===== src/rtl/prog_loader_pkg.sv =====
// prog_loader_pkg: shared sizes, state encoding and helpers for the program loader.
package prog_loader_pkg;

    localparam int unsigned DEPTH          = 64;
    localparam int unsigned ADDR_W         = $clog2(DEPTH);
    localparam int unsigned CNT_W          = $clog2(DEPTH + 1);
    localparam int unsigned BYTE_W         = 8;
    localparam int unsigned WORD_W         = 16;
    localparam int unsigned TIMEOUT_CYCLES = 1024;

    typedef enum logic [2:0] {
        IDLE,
        LEN,
        HI,
        LO,
        WR,
        CSUM,
        FIN,
        ERR
    } state_t;

    // States in which a stream byte may be accepted (and the gap timer runs).
    function automatic logic is_rx_state(input state_t s);
        return (s == LEN) || (s == HI) || (s == LO) || (s == CSUM);
    endfunction

endpackage


===== src/rtl/prog_loader_if.sv =====
// prog_loader_if: byte-stream input and instruction-memory write port of the loader.
interface prog_loader_if;
    import prog_loader_pkg::*;

    logic [BYTE_W-1:0] rx_data;
    logic              rx_valid;
    logic              rx_ready;
    logic              imem_we;
    logic [ADDR_W-1:0] imem_addr;
    logic [WORD_W-1:0] imem_wdata;

    // Loader side: consumes the stream, drives the memory write port.
    modport slave (
        input  rx_data,
        input  rx_valid,
        output rx_ready,
        output imem_we,
        output imem_addr,
        output imem_wdata
    );

    // Environment side: produces the stream, observes the memory writes.
    modport master (
        output rx_data,
        output rx_valid,
        input  rx_ready,
        input  imem_we,
        input  imem_addr,
        input  imem_wdata
    );

endinterface


===== src/rtl/loader_timeout.sv =====
// loader_timeout: inter-byte gap counter; expire_c flags the last allowed idle cycle.
module loader_timeout #(
    parameter int unsigned TIMEOUT_CYCLES = 1024
) (
    input  logic clk,
    input  logic rst,
    input  logic clr,
    input  logic en,
    output logic expire_c
);

    localparam int unsigned CNT_W = $clog2(TIMEOUT_CYCLES);
    localparam logic [CNT_W-1:0] LAST = CNT_W'(TIMEOUT_CYCLES - 1);

    logic [CNT_W-1:0] cnt;

    assign expire_c = en && (cnt == LAST);

    // Count idle cycles while enabled; any accepted byte or leaving the timed states restarts it.
    always_ff @(posedge clk or posedge rst) begin
        if (rst) begin
            cnt <= '0;
        end else if (clr || !en) begin
            cnt <= '0;
        end else if (!expire_c) begin
            cnt <= cnt + CNT_W'(1);
        end
    end

endmodule


===== src/rtl/prog_loader.sv =====
// prog_loader: loads a length-prefixed byte stream into instruction memory while
// holding the CPU, then releases it with a one-cycle restart pulse.
// Optional: define PROG_LOADER_CHECKSUM_EN to require a trailing checksum byte
// making the modulo-256 sum of the whole stream zero.
module prog_loader
    import prog_loader_pkg::*;
#(
    parameter int unsigned TIMEOUT = TIMEOUT_CYCLES
) (
    input  logic             clk,
    input  logic             rst,
    input  logic             load_start,
    prog_loader_if.slave     bus,
    output logic             cpu_hold,
    output logic             cpu_restart,
    output logic             busy,
    output logic             load_done,
    output logic             load_err,
    output logic [CNT_W-1:0] words_loaded
);

    localparam logic [BYTE_W-1:0] DEPTH_B = BYTE_W'(DEPTH);

    state_t            state;
    logic [CNT_W-1:0]  n_words;
    logic [ADDR_W-1:0] word_idx;
    logic [BYTE_W-1:0] hi_byte;
    logic              byte_acc_c;
    logic              timeout_c;
`ifdef PROG_LOADER_CHECKSUM_EN
    logic [BYTE_W-1:0] csum;
`endif

    assign byte_acc_c = bus.rx_valid && bus.rx_ready;

    loader_timeout #(
        .TIMEOUT_CYCLES(TIMEOUT)
    ) u_timeout (
        .clk      (clk),
        .rst      (rst),
        .clr      (byte_acc_c),
        .en       (is_rx_state(state)),
        .expire_c (timeout_c)
    );

    // Load sequencer: state plus every registered output.
    always_ff @(posedge clk or posedge rst) begin
        if (rst) begin
            state          <= IDLE;
            bus.rx_ready   <= 1'b0;
            bus.imem_we    <= 1'b0;
            bus.imem_addr  <= '0;
            bus.imem_wdata <= '0;
            cpu_hold       <= 1'b0;
            cpu_restart    <= 1'b0;
            busy           <= 1'b0;
            load_done      <= 1'b0;
            load_err       <= 1'b0;
            words_loaded   <= '0;
            n_words        <= '0;
            word_idx       <= '0;
            hi_byte        <= '0;
`ifdef PROG_LOADER_CHECKSUM_EN
            csum           <= '0;
`endif
        end else begin
            bus.imem_we <= 1'b0;
            cpu_restart <= 1'b0;
`ifdef PROG_LOADER_CHECKSUM_EN
            if (byte_acc_c) begin
                csum <= csum + bus.rx_data;
            end
`endif
            case (state)
                IDLE, ERR: begin
                    if (load_start) begin
                        state        <= LEN;
                        bus.rx_ready <= 1'b1;
                        cpu_hold     <= 1'b1;
                        busy         <= 1'b1;
                        load_done    <= 1'b0;
                        load_err     <= 1'b0;
                        words_loaded <= '0;
                        word_idx     <= '0;
`ifdef PROG_LOADER_CHECKSUM_EN
                        csum         <= '0;
`endif
                    end
                end
                LEN: begin
                    if (byte_acc_c && (bus.rx_data != '0) && (bus.rx_data <= DEPTH_B)) begin
                        n_words <= CNT_W'(bus.rx_data);
                        state   <= HI;
                    end else if (byte_acc_c || timeout_c) begin
                        state        <= ERR;
                        bus.rx_ready <= 1'b0;
                        busy         <= 1'b0;
                        load_err     <= 1'b1;
                    end
                end
                HI: begin
                    if (byte_acc_c) begin
                        hi_byte <= bus.rx_data;
                        state   <= LO;
                    end else if (timeout_c) begin
                        state        <= ERR;
                        bus.rx_ready <= 1'b0;
                        busy         <= 1'b0;
                        load_err     <= 1'b1;
                    end
                end
                LO: begin
                    if (byte_acc_c) begin
                        bus.imem_we    <= 1'b1;
                        bus.imem_addr  <= word_idx;
                        bus.imem_wdata <= {hi_byte, bus.rx_data};
                        bus.rx_ready   <= 1'b0;
                        state          <= WR;
                    end else if (timeout_c) begin
                        state        <= ERR;
                        bus.rx_ready <= 1'b0;
                        busy         <= 1'b0;
                        load_err     <= 1'b1;
                    end
                end
                WR: begin
                    words_loaded <= words_loaded + CNT_W'(1);
                    if (CNT_W'(word_idx) + CNT_W'(1) == n_words) begin
`ifdef PROG_LOADER_CHECKSUM_EN
                        state        <= CSUM;
                        bus.rx_ready <= 1'b1;
`else
                        state        <= FIN;
                        cpu_restart  <= 1'b1;
                        cpu_hold     <= 1'b0;
                        busy         <= 1'b0;
                        load_done    <= 1'b1;
`endif
                    end else begin
                        word_idx     <= word_idx + ADDR_W'(1);
                        state        <= HI;
                        bus.rx_ready <= 1'b1;
                    end
                end
`ifdef PROG_LOADER_CHECKSUM_EN
                CSUM: begin
                    if (byte_acc_c && (BYTE_W'(csum + bus.rx_data) == '0)) begin
                        state        <= FIN;
                        bus.rx_ready <= 1'b0;
                        cpu_restart  <= 1'b1;
                        cpu_hold     <= 1'b0;
                        busy         <= 1'b0;
                        load_done    <= 1'b1;
                    end else if (byte_acc_c || timeout_c) begin
                        state        <= ERR;
                        bus.rx_ready <= 1'b0;
                        busy         <= 1'b0;
                        load_err     <= 1'b1;
                    end
                end
`endif
                FIN: begin
                    state <= IDLE;
                end
                default: begin
                    state        <= IDLE;
                    bus.rx_ready <= 1'b0;
                end
            endcase
        end
    end

endmodule

===== src/flat_wrapper.sv =====
// flat-port wrapper written by rule: the top's interface ports become plain ports
module prog_loader_flat import prog_loader_pkg::*;
#(
    parameter int unsigned TIMEOUT = TIMEOUT_CYCLES
)
  (clk, rst, load_start, cpu_hold, cpu_restart, busy, load_done, load_err, words_loaded, bus_rx_data, bus_rx_valid, bus_rx_ready, bus_imem_we, bus_imem_addr, bus_imem_wdata);
  prog_loader_if bus_i ();
  input  logic clk;
  input  logic rst;
  input  logic load_start;
  output logic cpu_hold;
  output logic cpu_restart;
  output logic busy;
  output logic load_done;
  output logic load_err;
  output logic [CNT_W-1:0] words_loaded;
  input wire logic [$bits(bus_i.rx_data)-1:0] bus_rx_data;
  input wire logic [$bits(bus_i.rx_valid)-1:0] bus_rx_valid;
  output wire logic [$bits(bus_i.rx_ready)-1:0] bus_rx_ready;
  output wire logic [$bits(bus_i.imem_we)-1:0] bus_imem_we;
  output wire logic [$bits(bus_i.imem_addr)-1:0] bus_imem_addr;
  output wire logic [$bits(bus_i.imem_wdata)-1:0] bus_imem_wdata;
  assign bus_i.rx_data = bus_rx_data;
  assign bus_i.rx_valid = bus_rx_valid;
  assign bus_rx_ready = bus_i.rx_ready;
  assign bus_imem_we = bus_i.imem_we;
  assign bus_imem_addr = bus_i.imem_addr;
  assign bus_imem_wdata = bus_i.imem_wdata;
  prog_loader #(.TIMEOUT(TIMEOUT)) u_core (.clk(clk), .rst(rst), .load_start(load_start), .bus(bus_i), .cpu_hold(cpu_hold), .cpu_restart(cpu_restart), .busy(busy), .load_done(load_done), .load_err(load_err), .words_loaded(words_loaded));
endmodule

===== config.mk =====
export PLATFORM = sky130hd
export DESIGN_NAME = prog_loader_flat
export DESIGN_NICKNAME = d
export VERILOG_FILES = /design/src/rtl/prog_loader_pkg.sv /design/src/rtl/prog_loader_if.sv /design/src/rtl/loader_timeout.sv /design/src/rtl/prog_loader.sv /design/src/flat_wrapper.sv
export SDC_FILE = /design/constraint.sdc
export NUM_CORES = 1
export LEC_CHECK = 0
export CELL_PAD_IN_SITES_DETAIL_PLACEMENT = 0
export CELL_PAD_IN_SITES_GLOBAL_PLACEMENT = 2
export CORE_ASPECT_RATIO = 0.9
export CORE_MARGIN = 8
export CORE_UTILIZATION = 25
export CTS_CLUSTER_SIZE = 40
export DETAILED_ROUTE_END_ITERATION = 8
export PLACE_DENSITY_LB_ADDON = 0.2
export SYNTH_ARGS = -nofsm -noshare
export SYNTH_HDL_FRONTEND = slang
export SYNTH_SLANG_ARGS = --single-unit

===== constraint.sdc =====
create_clock -name clk -period 4.9 [get_ports clk]
set_input_delay 0.98 -clock clk [delete_from_list [all_inputs] [get_ports clk]]
set_output_delay 0.98 -clock clk [all_outputs]
set_load 0.05 [all_outputs]

==> results of run 1 <==
## Yosys cell counts, types with 2 or more instances
cell,number
nand3_1,12
or3_1,2
o311ai_0,2
o31ai_1,7
nor3_1,4
a211o_1,2
a21oi_1,6
clkbuf_1,12
xor2_1,6
dfrtp_1,70
nand2b_1,4
a31o_2,2
or4_1,4
buf_2,3
and2_1,4
nand2_1,44
a31oi_1,5
mux2_2,31
nor2_1,24
a21o_1,2
o21a_1,3
xnor2_1,5
a211oi_1,2
and3_1,2
inv_1,6
a22o_1,2
nor4_1,4
o211ai_1,8
nand4_1,7
o21ai_0,16
ha_1,3
## sequential cells by signal, summed over array words and instances (netlist names), 3 cells and up
signal and count:
u_core.bus.imem_addr 6, u_core.bus.imem_wdata 16, u_core.hi_byte 8, u_core.n_words 7, u_core.state 3, u_core.u_timeout.cnt 10, u_core.word_idx 6, u_core.words_loaded 7
## layout make-up
| class | count | share of cell area (%) |
|---|---|---|
| clock buffers | 10 | 5.484 |
| inverters | 6 | 0.5168 |
| flip-flops and latches | 70 | 40.20 |
| well taps | 168 | 4.823 |
| repair buffers | 49 | 11.14 |
| clock inverters | 5 | 1.378 |
| multi-input cells | 236 | 36.46 |
## worst max-delay path by stage
stage	slack [ns]	to	startpoint
floorplan	2.15	u_core.bus.imem_addr[0]	rst
global placement	1.75	u_core.bus.rx_ready	bus_rx_data[0]
detailed placement	1.67	u_core.bus.rx_ready	bus_rx_data[0]
CTS	2.02	u_core.bus.rx_ready	bus_rx_data[0]
global route	1.85	u_core.busy	bus_rx_data[0]
finish	2.02	u_core.bus.rx_ready	bus_rx_data[0]
## logic make-up (layout without fill, tap and decap cells)
logic type	after synthesis	after routing
fa+ha+maj	3	3
buf+inv	22	70
simple gates	123	123
flops	70	70
mux	32	32
compound gates	67	67
xor+xnor	11	11
## stage by stage
stage | utilization [%] | cell area, µm² | setup WS [ns] | hold WS, ns | std cells
after detailed placement | 30.37 | 4059 | 1.667 | 0.4769 | 529
after CTS | 32.61 | 4358 | 2.019 | 0.4845 | 544
after global routing | 32.61 | 4358 | 1.851 | 0.5036 | 544
after global placement | 30.37 | 4059 | 1.751 | 0.4676 | 529
final | 32.61 | 4358 | 2.020 | 0.4800 | 544
after floorplan | - | 3427 | 2.152 | 0.4475 | 328
## per-layer routing
metal,vias up,routed length [µm],global-route usage (%)
met5,-,0,0
met4,0,74,3.804
met3,5,366,3.462
met2,40,3951,16.03
met1,1262,4500,14.13
li1,1283,-,-
## critical path: cells and delay by family
| kind | cells | cell delay (ns) |
|---|---|---|
| AOI/OAI and AO/OA | 4 | 0.72 |
| buffers and inverters | 1 | 0.50 |
| and+or+nand+nor | 2 | 0.88 |
## cell usage in the layout, fill, tap and decap left out, drive strengths merged, types with 7 or more instances in the layout
master,instances
dfrtp,70
clkdlybuf4s50,47
nand2,44
mux2,31
nor2,24
o21ai,16
nand3,13
clkbuf,10
o211ai,8
nand4,7
o31ai,7
## power breakdown
group	total (W)	switching (W)	leakage (nW)	internal, W
registers	0.000956	0.000186	0.910	0.000770
clock network	0.000663	0.000257	0.145	0.000406
logic	0.00118	0.000731	0.757	0.000452
total	0.00280	0.00117	1.81	0.00163
==> flow_summary.toml, run 1 <==
[logic_synthesis]
synth-compound-area-share_pct = 14.17
netlist_area_um2 = 3427
synth_top_area_share_pct = 51.11
synth_cells = 328
synth_xor_area_share_pct = 2.811
muxShareOfSynthArea_pct = 10.48
syn_nets = 343
synthAdderAreaFrac_pct = 1.095
avgSynthCellArea_um2 = 10.45
synth_ff_type = "dfrtp_1"
synth_seq_cells = 70
synthArstFlopShare_pct = 100.0
synth_enable_flop_cells = 0
ys_types = 55
synth_area_leaders = "dfrtp_1 51%, mux2_2 10%, nand2_1 4.8%"
yosysTopAreaCell = "dfrtp_1"
yosys.area_share.simple_pct = 17.82
seq_area_frac_synth_pct = 51.11
yosysWarnings = 0
synth_top_family_by_area = "simple AND/OR/NAND/NOR gates"

[drt]
totalWireLength_mm = 8.893
route.vias.total = 2590
drtIter0Drc = 113
drt_pre_antenna_iters = 4
vias_per_cell = 4.761
drc = 0
wl_per_cell_um = 16.35
detail-route-antenna-nets = 0

[setup_path]
regToRegSetupSlack_ns = 2.28
worst_setup_path_end_kind = "flop"
r2r-start = "u_core.word_idx[0]"
r2r.worst_path.cells = 7
criticalPathCategory = "in2reg"
crit_arrival_ns = 3.07
worstPathRequired_ns = 5.09
cpPeakStageDelay_ns = 0.55
cp_max_fo = 7
crit_slowest_cell = "or4_1"
worstPathCellList = "clkdlybuf4s50_1, or4_1, o311ai_1, and2_1, o31ai_1, o31ai_1, o31ai_1"
startpoint_type = "input port"
cp_common_cell = "o31ai_1"
reg2reg_to = "u_core.word_idx[0]"

[grt]
grt.overflow.total = 0
grt_first_pass_wirelength_mm = 15.05
grt_max_degree = 51
gr-usage-all-layers_pct = 10.69
antenna_found_initial = 0
grt_pass1_vias = 2688

[place]
portBuffers = 47
dp_hpwl_mm = 6.069
routabilityCongestion = 0.7346

[clock_tree]
clock_sinks = 70
cts_setup_buffers = 0
htree_levels = 3
cts_resized = 0
cts_buffer_depth = 2
cts_root_buf = "clkbuf_16"
cts-hold-fix-buffers = 0
clock_latency_ns = 0.33
numCtsBuffers = 9
tritoncts = "built"
cts.clk_slew.worst_paths_ns = 0.06

[timing]
period_share_pct = 58.77
finalSetupViolCount = 0
tns_ns = 0
final_hold_viol_count = 0
maxSlewHeadroom_pct = 40.76
drv_slew = 0
max_freq_mhz = 347.3
tightest_slew_ns = 0.8886
clock_skew_ns = 0.003785
rsz0062_at_grt = "no"
period_minus_slack_ns = 2.880

[min_path]
min_to = "u_core.words_loaded[6]"
min_from = "u_core.words_loaded[6]"
hold_path_class = "reg2reg"
hold_depth = 1

[floorplanning]
dieArea_um2 = 17720
num_rows = 40
design.core.area_um2 = 13360
die_y_um = 127.1
io_pins = 48
die-width_um = 139.4
initial_core_util_pct = 25.65

[final_layout]
final_layout_size_suffix_gt1_share_pct = 14.89
seq_area_um2 = 1752
nFillCells = 1342
antenna_cells = 0
multi_input_area_um2 = 1589
fin_nets = 387
synthToLayoutAreaGrowth_pct = 27.16

[power_and_ir_drop]
p_total_w = 0.002801
power_leakage_nw = 1.812
irDropWorstVdd_uv = 370.6
pwr_density_cell_nw_per_um2 = 642.8

[run_status]
status = "completed"

[flow_run]
cap_violations = 0
Note: power is estimated with default switching activity, not from simulation.
==> run 2: changes to the inputs <==
==> constraint.sdc (replaced) <==
create_clock -name clk -period 2.6 [get_ports clk]
set_input_delay 0.52 -clock clk [delete_from_list [all_inputs] [get_ports clk]]
set_output_delay 0.52 -clock clk [all_outputs]
set_load 0.05 [all_outputs]
==> flow_summary.toml, run 2 (synthesized netlist as in run 1, its figures left out) <==
[setup_path]
crit_slowest_cell = "dfrtp_1"
worstPathCellList = "nand3_2, or3b_1, a31o_2, a2111oi_4, buf_4, o31ai_1, o31ai_1"
criticalPathCategory = "reg2reg"
cpPeakStageDelay_ns = 0.57
startpoint_type = "flop"
cp_common_cell = "o31ai_1"
cp_max_fo = 12
worst_setup_path_end_kind = "flop"
crit_arrival_ns = 2.52
r2r.worst_path.cells = 7
crit_start = "u_core.word_idx[2]"
path_delay_family = "compound AO/OA/AOI/OAI gates"
regToRegSetupSlack_ns = 0.31
worstSetupEndpoint = "u_core.bus.rx_ready"
r2r-start = "u_core.word_idx[2]"
worstPathRequired_ns = 2.83
reg2reg_to = "u_core.bus.rx_ready"
crit_cells = 7
worst-path-buf-inv = 1

[final_layout]
final_util_pct = 34.10
top_regs = "u_core.bus.imem_wdata: 16 flops, u_core.u_timeout.cnt: 10 flops, u_core.hi_byte: 8 flops"
largest_reg_flops = 16
top_register = "u_core.bus.imem_wdata"
final_layout_size_suffix_gt1_share_pct = 19.60
layout_commonest_cell = "dfrtp_1"
layout_common_cells = "70 x dfrtp_1, 47 x clkdlybuf4s50_1, 44 x nand2_1, 31 x mux2_2, 24 x nor2_1"
fin_nets = 408
antenna_cells = 0
fin_cells = 566
synthToLayoutAreaGrowth_pct = 32.97
final_cell_area_um2 = 4557

[timing]
tns_ns = 0
setup_ws_ns = 0.3079
tightest_slew_ns = 0.5308
final_hold_viol_count = 0
max_freq_mhz = 436.3
period_share_pct = 88.16
drv_slew = 0
finalSetupViolCount = 0
maxSlewHeadroom_pct = 64.50
clock_skew_ns = 0.005569
period_minus_slack_ns = 2.292
rsz0062_at_grt = "no"

[place]
place_ws_ns = 0.05706
dp_hpwl_mm = 6.376
routabilityCongestion = 0.7085
dp.cells = 550
placed_area_um2 = 4229
portBuffers = 47

[floorplanning]
dieArea_um2 = 17720
io_pins = 48
num_rows = 40
initial_core_util_pct = 25.65
die_y_um = 127.1
die-width_um = 139.4
design.core.area_um2 = 13360

[grt]
grt_first_pass_wirelength_mm = 15.39
grt.overflow.total = 0
gr-usage-all-layers_pct = 10.86
grt_pass1_vias = 2849
antenna_found_initial = 0
grt_max_degree = 56

[drt]
drt_pre_antenna_iters = 4
drc = 0
vias_per_cell = 4.820
route.vias.total = 2728
detail-route-antenna-nets = 0
wl_per_cell_um = 15.87
totalWireLength_mm = 8.984
drtIter0Drc = 133

[flow_run]
cap_violations = 0

[clock_tree]
cts_buffer_depth = 2
cts_root_buf = "clkbuf_16"
cts_resized = 0
numCtsBuffers = 9
htree_levels = 3
clock_sinks = 70
cts-hold-fix-buffers = 0
cts_setup_buffers = 0
cts.clk_slew.worst_paths_ns = 0.06
clock_latency_ns = 0.33
tritoncts = "built"

[power_and_ir_drop]
pwr_density_cell_nw_per_um2 = 1197
power_leakage_nw = 1.937
irDropWorstVdd_uv = 598.8

[run_status]
status = "completed"

[min_path]
hold_path_class = "in2async"
## run 2: power by group
group,internal (W),switching [W]
clock network,0.000854,0.000508
registers,0.00145,0.000321
logic,0.000905,0.00141
## run 2: cell type report
cell class                      instances  area [µm²]
Timing Repair Buffer                   70       655.6
Sequential cell                        70        1752
Multi-Input combinational cell        236        1589
Tap cell                              168       210.2
Fill cell                            1359        8806
Clock buffer                            9       225.2
Inverter                                6       22.52
Clock inverter                          7       102.6
## run 2: worst min-delay path by stage
stage	to	slack (ns)	cells past startpoint
final	u_core.bus.imem_we	0.48	2
after global routing	u_core.bus.imem_wdata[6]	0.50	2
after CTS	u_core.bus.imem_we	0.47	2
after detailed placement	u_core.u_timeout.cnt[8]	0.47	1
after global placement	u_core.load_done	0.47	1
after floorplan	u_core.u_timeout.cnt[8]	0.45	1
## run 2: layer usage
layer | up-vias | share of wire (%) | track usage, % | wire length, µm
li1 | 1330 | - | - | -
met1 | 1334 | 47 | 13.83 | 4195
met2 | 56 | 46 | 17.10 | 4130
met3 | 8 | 6.3 | 3.760 | 563
met4 | 0 | 1.1 | 3.095 | 95
met5 | - | 0 | 0 | 0
## run 2: stage by stage
stage | power, W | hold WS, ns
3_5_place_dp | 0.004139 | 0.4724
5_1_grt | 0.005805 | 0.4978
2_1_floorplan | 0.003338 | 0.4475
4_1_cts | 0.005553 | 0.4731
6_report | 0.005453 | 0.4778
3_3_place_gp | 0.004140 | 0.4683
==> run 3: changes to the inputs <==
--- a/config.mk
+++ b/config.mk
@@ -8,7 +8,6 @@
 export CELL_PAD_IN_SITES_DETAIL_PLACEMENT = 0
 export CELL_PAD_IN_SITES_GLOBAL_PLACEMENT = 2
 export CORE_ASPECT_RATIO = 0.9
-export CORE_MARGIN = 8
 export CORE_UTILIZATION = 25
 export CTS_CLUSTER_SIZE = 40
 export DETAILED_ROUTE_END_ITERATION = 8
@@ -16,3 +15,4 @@
 export SYNTH_ARGS = -nofsm -noshare
 export SYNTH_HDL_FRONTEND = slang
 export SYNTH_SLANG_ARGS = --single-unit
+export TNS_END_PERCENT = 1
==> flow_summary.toml, run 3 (synthesized netlist as in run 1, its figures left out) <==
[setup_path]
worstPathCellList = "ha_1, nand3_2, or3b_1, a31o_2, a2111oi_4, buf_4, o31ai_1, o31ai_1"
cp_common_cell = "o31ai_1"
criticalPathCategory = "reg2reg"
cp_max_fo = 7
r2r.worst_path.cells = 8
worstPathRequired_ns = 2.85
crit_start = "u_core.word_idx[1]"
startpoint_type = "flop"
cpPeakStageDelay_ns = 0.44
worstSetupEndpoint = "u_core.bus.rx_ready"
crit_arrival_ns = 2.57
crit_cells = 8
worst_setup_path_end_kind = "flop"
path_delay_family = "compound AO/OA/AOI/OAI gates"
crit_slowest_cell = "dfrtp_1"
worst-path-buf-inv = 1
r2r-start = "u_core.word_idx[1]"
reg2reg_to = "u_core.bus.rx_ready"
regToRegSetupSlack_ns = 0.28

[timing]
max_freq_mhz = 431.8
tns_ns = 0
finalSetupViolCount = 0
period_share_pct = 89.07
tightest_slew_ns = 0.5437
maxSlewHeadroom_pct = 63.76
clock_skew_ns = 0.006688
period_minus_slack_ns = 2.316
rsz0062_at_grt = "no"
drv_slew = 0
final_hold_viol_count = 0

[drt]
drtIter0Drc = 119
totalWireLength_mm = 8.531
drt_pre_antenna_iters = 6
route.vias.total = 2679
detail-route-antenna-nets = 0
wl_per_cell_um = 15.15
vias_per_cell = 4.758
drc = 3

[final_layout]
final_layout_size_suffix_gt1_share_pct = 18.99
antenna_cells = 0
layout_commonest_cell = "dfrtp_1"
seq_area_um2 = 1752
multi_input_area_um2 = 1589
largest_reg_flops = 16
synthToLayoutAreaGrowth_pct = 32.86
nFillCells = 1367
top_register = "u_core.bus.imem_wdata"
top_regs = "u_core.bus.imem_wdata: 16 flops, u_core.u_timeout.cnt: 10 flops, u_core.hi_byte: 8 flops"
fin_nets = 405
layout_common_cells = "70 x dfrtp_1, 47 x clkdlybuf4s50_1, 44 x nand2_1, 31 x mux2_2, 24 x nor2_1"

[clock_tree]
tritoncts = "built"
numCtsBuffers = 9
cts-hold-fix-buffers = 0
htree_levels = 3
cts_buffer_depth = 2
cts_resized = 0
cts.clk_slew.worst_paths_ns = 0.06
cts_setup_buffers = 0
clock_latency_ns = 0.34
clock_sinks = 70
cts_root_buf = "clkbuf_16"

[place]
portBuffers = 47
dp_hpwl_mm = 5.947
routabilityCongestion = 0.7693

[power_and_ir_drop]
p_total_w = 0.005451
pwr_density_cell_nw_per_um2 = 1197
power_leakage_nw = 1.929
irDropWorstVdd_uv = 661.3

[grt]
antenna_found_initial = 0
grt_first_pass_wirelength_mm = 14.32
gr-usage-all-layers_pct = 13.07
grt.overflow.total = 0
grt_pass1_vias = 2687
grt_max_degree = 71

[run_status]
status = "finished with violations"
violations = "design-rule violations"

[floorplanning]
die-width_um = 125.4
num_rows = 40
design.core.area_um2 = 13360
initial_core_util_pct = 25.65
die_y_um = 113.1
io_pins = 48
dieArea_um2 = 14180

[min_path]
hold_path_class = "reg2reg"

[flow_run]
cap_violations = 0
-- run 3: changes by cell type in the layout (fill, tap and decap cells not counted), sizes merged --
cell	previous run	this run
clkbuf	9	10
inv	10	6
clkinv	0	4
buf	23	20
clkinvlp	1	0
-- run 3: power breakdown --
group | switching, W | internal (W)
sequential | 0.000319 | 0.00145
combinational | 0.00140 | 0.000905
clock | 0.000502 | 0.000873
total | 0.00222 | 0.00323
-- run 3: stage by stage --
step / hold WS [ns] / cells / utilization, % / worst slack [ns] / cell area [µm²]
floorplan: 0.4475 / 328 / - / 0.3118 / 3427
global placement: 0.4736 / 547 / 31.57 / 0.08467 / 4219
detailed placement: 0.4736 / 547 / 31.57 / 0.06367 / 4219
CTS: 0.4819 / 563 / 34.07 / 0.2717 / 4553
global route: 0.5204 / 563 / 34.07 / 0.09839 / 4553
finish: 0.4805 / 563 / 34.07 / 0.2841 / 4553
-- run 3: cell type report --
type	instances	area share, %
flip-flops and latches	70	38.47
multi-input cells	236	34.90
repair buffers	67	14.18
clock buffers	10	5.249
well taps	168	4.617
clock inverters	6	2.088
inverters	6	0.4946
-- run 3: per-layer routing --
| layer | wire, µm | part of all wire, % | up-vias | track usage [%] |
|---|---|---|---|---|
| li1 | - | - | 1328 | - |
| met1 | 4321 | 51 | 1304 | 17.70 |
| met2 | 3782 | 44 | 36 | 19.59 |
| met3 | 290 | 3.4 | 11 | 3.877 |
| met4 | 136 | 1.6 | 0 | 5.122 |
| met5 | 0 | 0 | - | 0 |
-- run 3: how the worst min path moves through the flow --
stage	depth (start not counted)	start	slack [ns]	end
final	1	u_core.u_timeout.cnt[8]	0.48	u_core.u_timeout.cnt[8]
after global routing	1	u_core.load_done	0.52	u_core.load_done
after CTS	1	u_core.u_timeout.cnt[8]	0.48	u_core.u_timeout.cnt[8]
after detailed placement	1	u_core.u_timeout.cnt[8]	0.47	u_core.u_timeout.cnt[8]
after global placement	1	u_core.u_timeout.cnt[8]	0.47	u_core.u_timeout.cnt[8]
after floorplan	1	u_core.u_timeout.cnt[8]	0.45	u_core.u_timeout.cnt[8]
